$ cat config.mk
export PLATFORM = sky130hd
export DESIGN_NAME = collatz_sched_flat
export DESIGN_NICKNAME = d
export VERILOG_FILES = /design/src/rtl/collatz_sched_if.sv /design/src/rtl/collatz_sched.sv /design/src/flat_wrapper.sv
export SDC_FILE = /design/constraint.sdc
export NUM_CORES = 1
export LEC_CHECK = 0
export ABC_CLOCK_PERIOD_IN_PS = 4200
export CORE_MARGIN = 2
export CORE_UTILIZATION = 64
export DETAILED_ROUTE_END_ITERATION = 16
export DONT_BUFFER_PORTS = 1
export PLACE_DENSITY = 0.83
export SLEW_MARGIN = 20
export SYNTH_ARGS = -nofsm -noshare
export SYNTH_HDL_FRONTEND = slang
export SYNTH_SLANG_ARGS = --single-unit
export TNS_END_PERCENT = 5
$ cat constraint.sdc
create_clock -name clk -period 4.2 [get_ports clk]
set_input_delay 0.63 -clock clk [delete_from_list [all_inputs] [get_ports clk]]
set_output_delay 0.63 -clock clk [all_outputs]
set_load 0.02 [all_outputs]
$ cat src/rtl/collatz_sched_if.sv
// Requester/kernel bundle for collatz_sched: job requests, responses and the kernel control lines.
// req_valid[i] with req_n slice i is held until req_ready[i] pulses (transfer in that cycle);
// dropping req_valid earlier withdraws the job; rsp_valid has no backpressure.
interface collatz_sched_if #(
   parameter int NREQ = 4
);
   logic [NREQ-1:0]      req_valid;
   logic [32*NREQ-1:0]   req_n;
   logic [NREQ-1:0]      req_ready;
   logic [NREQ-1:0]      rsp_valid;
   logic [31:0]          rsp_data;
   logic                 rsp_err;
   logic                 kern_rst_n;
   logic                 kern_start;
   logic [31:0]          kern_n;
   logic                 kern_finish;
   logic [31:0]          kern_ret;

   modport master (
      output req_valid, req_n, kern_finish, kern_ret,
      input  req_ready, rsp_valid, rsp_data, rsp_err, kern_rst_n, kern_start, kern_n
   );

   modport slave (
      input  req_valid, req_n, kern_finish, kern_ret,
      output req_ready, rsp_valid, rsp_data, rsp_err, kern_rst_n, kern_start, kern_n
   );
endinterface

$ cat src/rtl/collatz_sched.sv
// Round-robin scheduler sharing one collatz kernel between NREQ requesters.
// Optional RUN watchdog enabled by defining COLLATZ_SCHED_TIMEOUT_EN.
module collatz_sched #(
   parameter int NREQ           = 4,
   parameter int TIMEOUT_CYCLES = 4096
) (
   input  logic                 clk,
   input  logic                 rst_n,
   collatz_sched_if.slave       bus,
   output logic [1:0]           dbg_state
);

   localparam int IW = $clog2(NREQ);

   // Debug encoding: 0 IDLE, 1 KRST, 2 RUN, 3 RESP
   typedef enum logic [1:0] {
      IDLE = 2'd0,
      KRST = 2'd1,
      RUN  = 2'd2,
      RESP = 2'd3
   } state_t;

   state_t          state;
   state_t          state_nx;
   logic [IW-1:0]   last_grant;
   logic [IW-1:0]   owner;
   logic [IW-1:0]   grant_idx;
   logic [IW-1:0]   cand;
   logic            grant_any;
   logic            krst_cnt;
   logic            timeout_hit;
   logic [31:0]     sel_n;
   logic [31:0]     kern_n_q;
   logic [31:0]     rsp_data_q;

   // Scan from farthest to nearest so the requester right after last_grant wins.
   always_comb begin : rr_pick
      grant_any = 1'b0;
      grant_idx = '0;
      cand      = '0;
      for (int k = NREQ; k >= 1; k--) begin
         cand = IW'((int'(last_grant) + k) % NREQ);
         for (int i = 0; i < NREQ; i++) begin
            if (cand == IW'(i) && bus.req_valid[i]) begin
               grant_any = 1'b1;
               grant_idx = cand;
            end
         end
      end
   end

   always_comb begin : operand_mux
      sel_n = '0;
      for (int i = 0; i < NREQ; i++) begin
         if (grant_idx == IW'(i)) sel_n = bus.req_n[32*i +: 32];
      end
   end

   always_ff @(posedge clk or negedge rst_n) begin
      if (!rst_n) state <= IDLE;
      else        state <= state_nx;
   end

   always_comb begin : next_state
      state_nx = state;
      case (state)
         IDLE:    if (grant_any) state_nx = KRST;
         KRST:    if (krst_cnt) state_nx = RUN;
         RUN:     if (bus.kern_finish || timeout_hit) state_nx = RESP;
         RESP:    state_nx = IDLE;
         default: state_nx = IDLE;
      endcase
   end

   always_ff @(posedge clk or negedge rst_n) begin
      if (!rst_n) begin
         last_grant <= IW'(NREQ - 1);
         owner      <= '0;
         kern_n_q   <= '0;
         rsp_data_q <= '0;
         krst_cnt   <= 1'b0;
      end else begin
         krst_cnt <= (state == KRST) && !krst_cnt;
         if (state == IDLE && grant_any) begin
            kern_n_q   <= sel_n;
            owner      <= grant_idx;
            last_grant <= grant_idx;
         end
         // finish takes priority over a coincident timeout
         if (state == RUN) begin
            if (bus.kern_finish) rsp_data_q <= bus.kern_ret;
            else if (timeout_hit) rsp_data_q <= '0;
         end
      end
   end

`ifdef COLLATZ_SCHED_TIMEOUT_EN
   logic [31:0] run_cnt;
   logic        rsp_err_q;

   // Counter is zero in the first RUN cycle, so RESP follows TIMEOUT_CYCLES RUN cycles.
   assign timeout_hit = (run_cnt == 32'(TIMEOUT_CYCLES - 1));

   always_ff @(posedge clk or negedge rst_n) begin
      if (!rst_n) begin
         run_cnt   <= '0;
         rsp_err_q <= 1'b0;
      end else begin
         if (state == RUN) run_cnt <= run_cnt + 32'd1;
         else              run_cnt <= '0;
         if (state == RUN) begin
            if (bus.kern_finish) rsp_err_q <= 1'b0;
            else if (timeout_hit) rsp_err_q <= 1'b1;
         end
      end
   end

   assign bus.rsp_err = rsp_err_q;
`else
   logic unused_timeout;
   assign unused_timeout = ^32'(TIMEOUT_CYCLES);
   assign timeout_hit    = 1'b0;
   assign bus.rsp_err    = 1'b0;
`endif

   always_comb begin : outputs
      bus.req_ready = '0;
      bus.rsp_valid = '0;
      for (int i = 0; i < NREQ; i++) begin
         bus.req_ready[i] = rst_n && (state == IDLE) && grant_any && (grant_idx == IW'(i));
         bus.rsp_valid[i] = (state == RESP) && (owner == IW'(i));
      end
   end

   // Kernel is held in reset everywhere except RUN.
   assign bus.kern_rst_n = (state == RUN);
   assign bus.kern_start = (state == RUN);
   assign bus.kern_n     = kern_n_q;
   assign bus.rsp_data   = rsp_data_q;
   assign dbg_state      = state;

endmodule
$ cat src/flat_wrapper.sv
// flat-port wrapper written by rule: the top's interface ports become plain ports
module collatz_sched_flat 
#(
   parameter int NREQ           = 4,
   parameter int TIMEOUT_CYCLES = 4096
)
  (clk, rst_n, dbg_state, bus_req_valid, bus_req_n, bus_kern_finish, bus_kern_ret, bus_req_ready, bus_rsp_valid, bus_rsp_data, bus_rsp_err, bus_kern_rst_n, bus_kern_start, bus_kern_n);
  collatz_sched_if #(.NREQ(NREQ)) bus_i ();
  input  logic clk;
  input  logic rst_n;
  output logic [1:0] dbg_state;
  input wire logic [$bits(bus_i.req_valid)-1:0] bus_req_valid;
  input wire logic [$bits(bus_i.req_n)-1:0] bus_req_n;
  input wire logic [$bits(bus_i.kern_finish)-1:0] bus_kern_finish;
  input wire logic [$bits(bus_i.kern_ret)-1:0] bus_kern_ret;
  output wire logic [$bits(bus_i.req_ready)-1:0] bus_req_ready;
  output wire logic [$bits(bus_i.rsp_valid)-1:0] bus_rsp_valid;
  output wire logic [$bits(bus_i.rsp_data)-1:0] bus_rsp_data;
  output wire logic [$bits(bus_i.rsp_err)-1:0] bus_rsp_err;
  output wire logic [$bits(bus_i.kern_rst_n)-1:0] bus_kern_rst_n;
  output wire logic [$bits(bus_i.kern_start)-1:0] bus_kern_start;
  output wire logic [$bits(bus_i.kern_n)-1:0] bus_kern_n;
  assign bus_i.req_valid = bus_req_valid;
  assign bus_i.req_n = bus_req_n;
  assign bus_i.kern_finish = bus_kern_finish;
  assign bus_i.kern_ret = bus_kern_ret;
  assign bus_req_ready = bus_i.req_ready;
  assign bus_rsp_valid = bus_i.rsp_valid;
  assign bus_rsp_data = bus_i.rsp_data;
  assign bus_rsp_err = bus_i.rsp_err;
  assign bus_kern_rst_n = bus_i.kern_rst_n;
  assign bus_kern_start = bus_i.kern_start;
  assign bus_kern_n = bus_i.kern_n;
  collatz_sched #(.NREQ(NREQ), .TIMEOUT_CYCLES(TIMEOUT_CYCLES)) u_core (.clk(clk), .rst_n(rst_n), .bus(bus_i), .dbg_state(dbg_state));
endmodule
==> impl_metrics.csv, run 1 <==
group,metric,value,unit
timing,finalHoldViolCount,0,
worst_setup_path,crit_family,"simple AND/OR/NAND/NOR gates",
drt,dr.pass1.iters,5,
timing,setup_viol,0,
clocking,clkTransAtPathRegs,0.09,ns
placed_design,placed_area,5580,µm²
finish,design_area,5800,µm²
timing,rsz0062_at_grt,"false",
yosys,synth_area,5600,µm²
worst_setup_path,worstPathRequired,3.57,ns
worst_setup_path,worstPathCellList,"ha_1, a22oi_2, nand2_2, nor4_1, buf_4, nor2b_4, buf_4, and4_1",
timing,finalMaxSlewViolations,0,
worst_setup_path,cp_slowest_stage_delay,0.65,ns
worst_setup_path,worst-path-buf-inv,2,
global_routing,grtUsageTotal,35.6,%
power_and_ir_drop,peakVddDrop,0.000598,V
yosys,ys.flop_type,"dfrtp_1",
finish,antenna_cells,0,
worst_setup_path,crit_top_cell,"buf_4",
yosys,synth-seq-cells,71,
die,core_area,8590,µm²
yosys,yosysUniqueCellTypes,50,
finish,areaGrowthSynthToFinish,3.58,%
clocking,h-tree-depth,3,
die,ios,244,
die,fp.dieH,97.5,µm
global_routing,grt_pass1_wl,27700,µm
status,outcome,"completed",
finish,nFillCells,691,
placed_design,port_buffers,0,
placed_design,routabilityCongestion,0.956,
die,start_util,65.1,%
yosys,synth_nets,824,
worst_setup_path,worstSetupPathType,"reg2out",
yosys,synth_edf_count,0,
finish,layout_commonest_cell,"nor3_1",
clocking,numClockSinks,71,
drt,post_drt_wl_per_cell,24.3,µm
finish,multi_input_area,3480,µm²
die,die_w,97.5,µm
worst_setup_path,critPathCaptureType,"primary output",
die,die-area,9510,µm²
worst_setup_path,critPathArrivalTime,3.42,ns
clocking,cts_tree,"built",
timing,setup_tns,0,ns
global_routing,grt_pass1_vias,5460,
drt,antenna_left,0,
clocking,clk-insertion-delay-late,0.36,ns
timing,fmax,0.247,GHz
worst_setup_path,path_max_fanout,37,
worst_setup_path,slowest_stage,"dfstp_4",
drt,first_iter_violations,433,
clocking,cts-resized-gates,0,
die,row_count,34,
global_routing,antenna_found_initial,0,
timing,tightest_slew,0.808,ns
clocking,numCtsBuffers,9,
worst_hold_path,hold_path_class,"in2async",
global_routing,grt_max_degree,95,
timing,period_share,96.5,%
finish,drive_gt1_share,15.5,%
clocking,postCtsSetupBuffers,0,
global_routing,overflow,0,
worst_setup_path,cp-start-kind,"register",
yosys,syn_inst,649,
timing,finalClockSkew,0.00955,ns
drt,drcViolationCount,0,
drt,wl,17400,µm
yosys,syn_area_per_cell,8.62,µm²
clocking,clk_path_buf_depth,2,
power_and_ir_drop,powerDensity,1160,nW/µm²
drt,via_count,5602,
flow_run,cap_violations,0,
timing,relSlewSlack,46.1,%
finish,final_cell_mix,"nor3_1, or3_1, dfrtp_1",
yosys,synth-async-reset-ratio,100,%
power_and_ir_drop,p_leak,2.05,nW
placed_design,hpwl,11600,µm
finish,register_area,1780,µm²
drt,avgViaCountPerCell,7.82,
finish,layout.nets,778,
timing,timing.final.crit_period,4.05,ns
clocking,cts-root-buf,"clkbuf_8",
yosys,seq_area_frac_synth,31.8,%
yosys,ys.warnings.count,0,
[cell usage after synthesis (5+ instances only)]
| cell type | count | area, µm² |
|---|---|---|
| o31ai_1 | 32 | 240 |
| a22o_1 | 6 | 52.6 |
| a21oi_1 | 59 | 295 |
| nor3_1 | 86 | 430 |
| buf_2 | 11 | 55.1 |
| nand2_1 | 12 | 45.0 |
| a31oi_1 | 28 | 175 |
| dfrtp_1 | 69 | 1730 |
| o211ai_1 | 6 | 45.0 |
| or3_1 | 84 | 526 |
| buf_4 | 10 | 75.1 |
| inv_1 | 5 | 18.8 |
| o2111ai_1 | 28 | 245 |
| clkbuf_1 | 50 | 188 |
| a2111o_1 | 28 | 315 |
| ha_1 | 8 | 100 |
| mux2_2 | 32 | 360 |
| nor2_1 | 34 | 128 |
| a22oi_2 | 6 | 75.1 |
[flip-flops by register name (all words and copies together) (netlist names)]
register	cells
u_core.bus.kern_n	32
u_core.bus.rsp_data	32
u_core.dbg_state	2
u_core.krst_cnt	1
u_core.last_grant	2
u_core.owner	2
[power by group]
group          switching, mW  total, mW  internal (mW)
combinational           2.83       4.48           1.65
clock                  0.300      0.533          0.232
sequential             0.672       1.73           1.06
[cell families after synthesis]
logic type	share of synthesized area (%)
AO/OA/AOI/OAI	29.3
adder cells (fa/ha/maj)	1.79
buffers and inverters	6.82
flip-flops	31.8
multiplexers	7.15
other	0.0670
AND/OR/NAND/NOR	23.1
[routing by layer]
metal | GRT usage (%) | vias up | part of all wire (%) | routed length (µm)
li1 | - | 2465 | - | -
met1 | 45.1 | 2687 | 37 | 6440
met2 | 56.6 | 387 | 49 | 8430
met3 | 9.86 | 63 | 11 | 1880
met4 | 16.3 | 0 | 3.6 | 630
met5 | 0 | - | 0 | 0
[worst reg2reg max path, stage by stage, from the launching register on]
cell      delay (ns)
dfstp_2         0.63
inv_1           0.08
ha_1            0.29
a22oi_2         0.27
nand2_2         0.24
buf_4           0.34
nor2_4          0.37
buf_4           0.46
nor3_1          0.11
a2111o_1        0.39
a31oi_1         0.18
[final cells by class]
type	count	area share (%)
inverters	5	0.324
multi-input cells	496	60.1
clock inverters	6	0.777
repair buffers	20	3.37
flip-flops and latches	71	30.8
well taps	108	2.33
clock buffers	10	2.37
[path summary, 6_finish.rpt]
kind	end	cells after the start	startpoint	slack, ns
setup / recovery	bus_req_ready[1]	8	u_core.last_grant[0]	0.15
hold / removal	u_core.last_grant[1]	0	rst_n	0.1
setup reg to reg	u_core.bus.kern_n[22]	10	u_core.last_grant[1]	0.76
hold reg to reg	u_core.krst_cnt	1	u_core.krst_cnt	0.44
max in group asynchronous	u_core.bus.kern_n[20]	1	rst_n	3.75
min in group clk	u_core.bus.rsp_data[2]	1	bus_kern_ret[2]	0.41
[through the flow]
step / cells / power [mW] / hold slack [ns] / setup WS [ns] / utilization (%)
after floorplan: 649 / 5.16 / 0.334 / 0.208 / -
after global placement: 699 / 5.91 / 0.336 / 0.650 / 65.0
after detailed placement: 699 / 6.10 / 0.336 / 0.564 / 65.0
after CTS: 716 / 6.66 / 0.0911 / 0.163 / 67.4
after global routing: 716 / 7.18 / 0.0939 / 0.00299 / 67.5
final: 716 / 6.74 / 0.0982 / 0.146 / 67.5
[what timing repair did]
| item | in CTS | in global routing |
|---|---|---|
| endpoints found under the setup margin | 0 | 0 |
| hold endpoints to repair | 69 | 0 |
| hold buffers | 1 | 0 |
(Power assumes the default switching activity.)
==> run 2, diff against run 1 <==
--- a/config.mk
+++ b/config.mk
@@ -7,10 +7,10 @@
 export LEC_CHECK = 0
 export ABC_CLOCK_PERIOD_IN_PS = 4200
 export CORE_MARGIN = 2
-export CORE_UTILIZATION = 64
+export CORE_UTILIZATION = 55
 export DETAILED_ROUTE_END_ITERATION = 16
 export DONT_BUFFER_PORTS = 1
-export PLACE_DENSITY = 0.83
+export PLACE_DENSITY = 0.73
 export SLEW_MARGIN = 20
 export SYNTH_ARGS = -nofsm -noshare
 export SYNTH_HDL_FRONTEND = slang
==> run 2 against run 1 <==
- non-clock buffer count up 1
- cell area increased by 0.71%
- critical path depth did not move
- critical path type unchanged
- highest routed layer unchanged
==> impl_metrics.csv, run 2 (synthesized netlist as in run 1, its figures left out) <==
group,metric,value,unit
status,outcome,"completed",
timing,timing.final.crit_period,4.00,ns
timing,finalMaxSlewViolations,0,
drt,antenna_left,0,
timing,relSlewSlack,45.8,%
finish,antenna_cells,0,
worst_setup_path,worstSetupPathType,"reg2out",
power_and_ir_drop,p_leak,2.06,nW
worst_setup_path,cp-start-kind,"register",
timing,rsz0062_at_grt,"false",
finish,layout_commonest_cell,"nor3_1",
finish,layout.nets,779,
drt,wl,17900,µm
global_routing,antenna_found_initial,0,
worst_hold_path,hold_path_class,"in2async",
drt,post_drt_wl_per_cell,24.1,µm
global_routing,overflow,0,
drt,drcViolationCount,0,
placed_design,hpwl,12100,µm
worst_setup_path,ff2ff_path_depth,9,
clocking,clkTransAtPathRegs,0.09,ns
timing,tightest_slew,0.812,ns
power_and_ir_drop,peakVddDrop,0.000645,V
clocking,numClockSinks,71,
clocking,clk_path_buf_depth,2,
timing,finalHoldViolCount,0,
worst_setup_path,critPathCaptureType,"primary output",
timing,setup_viol,0,
worst_setup_path,worstPathRequired,3.57,ns
flow_run,cap_violations,0,
timing,setup_tns,0,ns
worst_setup_path,critPathArrivalTime,3.37,ns
die,start_util,57.0,%
placed_design,port_buffers,0,
finish,multi_input_area,3490,µm²
die,core_area,9820,µm²
global_routing,grtUsageTotal,32.0,%
placed_design,routabilityCongestion,0.895,
finish,drive_gt1_share,15.6,%
die,die-area,11000,µm²
worst_setup_path,path_max_fanout,22,
die,fp.dieH,105,µm
finish,finish.utilization,59.5,%
drt,first_iter_violations,468,
clocking,cts_tree,"built",
clocking,postCtsSetupBuffers,0,
timing,fmax,0.250,GHz
finish,areaGrowthSynthToFinish,4.31,%
die,row_count,36,
global_routing,grt_pass1_wl,28300,µm
die,ios,244,
finish,final_cell_mix,"nor3_1, or3_1, dfrtp_1",
drt,avgViaCountPerCell,7.38,
timing,period_share,95.3,%
finish,nFillCells,911,
drt,via_count,5479,
clocking,numCtsBuffers,9,
global_routing,grt_pass1_vias,5455,
clocking,cts-root-buf,"clkbuf_8",
clocking,clk-insertion-delay-late,0.36,ns
global_routing,grt_max_degree,86,
clocking,h-tree-depth,3,
timing,finalClockSkew,0.0118,ns
power_and_ir_drop,powerDensity,1150,nW/µm²
finish,register_area,1780,µm²
drt,dr.pass1.iters,5,
die,die_w,105,µm
run 2: per-stage QoR:
stage / instance area, µm² / worst slack [ns] / hold WS (ns) / cells / power (mW)
final: 5840 / 0.198 / 0.103 / 742 / 6.73
after global routing: 5840 / 0.0133 / 0.0827 / 742 / 7.23
after CTS: 5830 / 0.0500 / 0.0918 / 742 / 6.66
after detailed placement: 5600 / 0.467 / 0.336 / 725 / 6.06
after global placement: 5600 / 0.559 / 0.336 / 725 / 5.93
after floorplan: 5600 / 0.208 / 0.334 / 649 / 5.16
run 2: critical path, stage by stage (launching register included):
cell	delay (ns)
dfstp_4	0.75
ha_1	0.37
a22oi_2	0.18
nand2_4	0.29
buf_4	0.36
o32ai_4	0.17
nor3_4	0.44
nor3b_1	0.24
buf_4	0.17
run 2: path summary, 6_finish.rpt:
check,to,slack [ns],from
max,bus_req_ready[0],0.20,u_core.last_grant[0]
min,u_core.last_grant[1],0.10,rst_n
max reg2reg,u_core.bus.kern_n[15],0.57,u_core.last_grant[0]
min reg2reg,u_core.krst_cnt,0.43,u_core.krst_cnt
max in group asynchronous,u_core.bus.kern_n[28],3.74,rst_n
min in group clk,u_core.bus.rsp_data[31],0.41,bus_kern_ret[31]
run 2: layout make-up:
cell class	count	share of cell area, %
clock buffers	10	2.36
clock inverters	6	1.16
inverters	5	0.321
multi-input cells	496	59.7
flip-flops and latches	71	30.5
well taps	133	2.85
repair buffers	21	3.04
run 2: routing by layer:
layer | wire length [µm] | vias to the layer above | track usage [%]
met3 | 2100 | 46 | 10.3
met2 | 8700 | 367 | 53.9
met4 | 470 | 0 | 13.6
met5 | 0 | - | 0
met1 | 6580 | 2613 | 37.2
li1 | - | 2453 | -
run 2: report_power, final:
group / switching (mW) / internal [mW] / leakage, nW
Combinational: 2.77 / 1.62 / 1.14
Clock: 0.291 / 0.294 / 0.0993
Sequential: 0.706 / 1.06 / 0.817
Total: 3.76 / 2.97 / 2.06
run 2: repair_timing:
item / CTS / global route
endpoints found under the setup margin: 0 / 4
hold buffers: 1 / 0
hold endpoints to repair: 69 / 0
resized for setup: 0 / 1
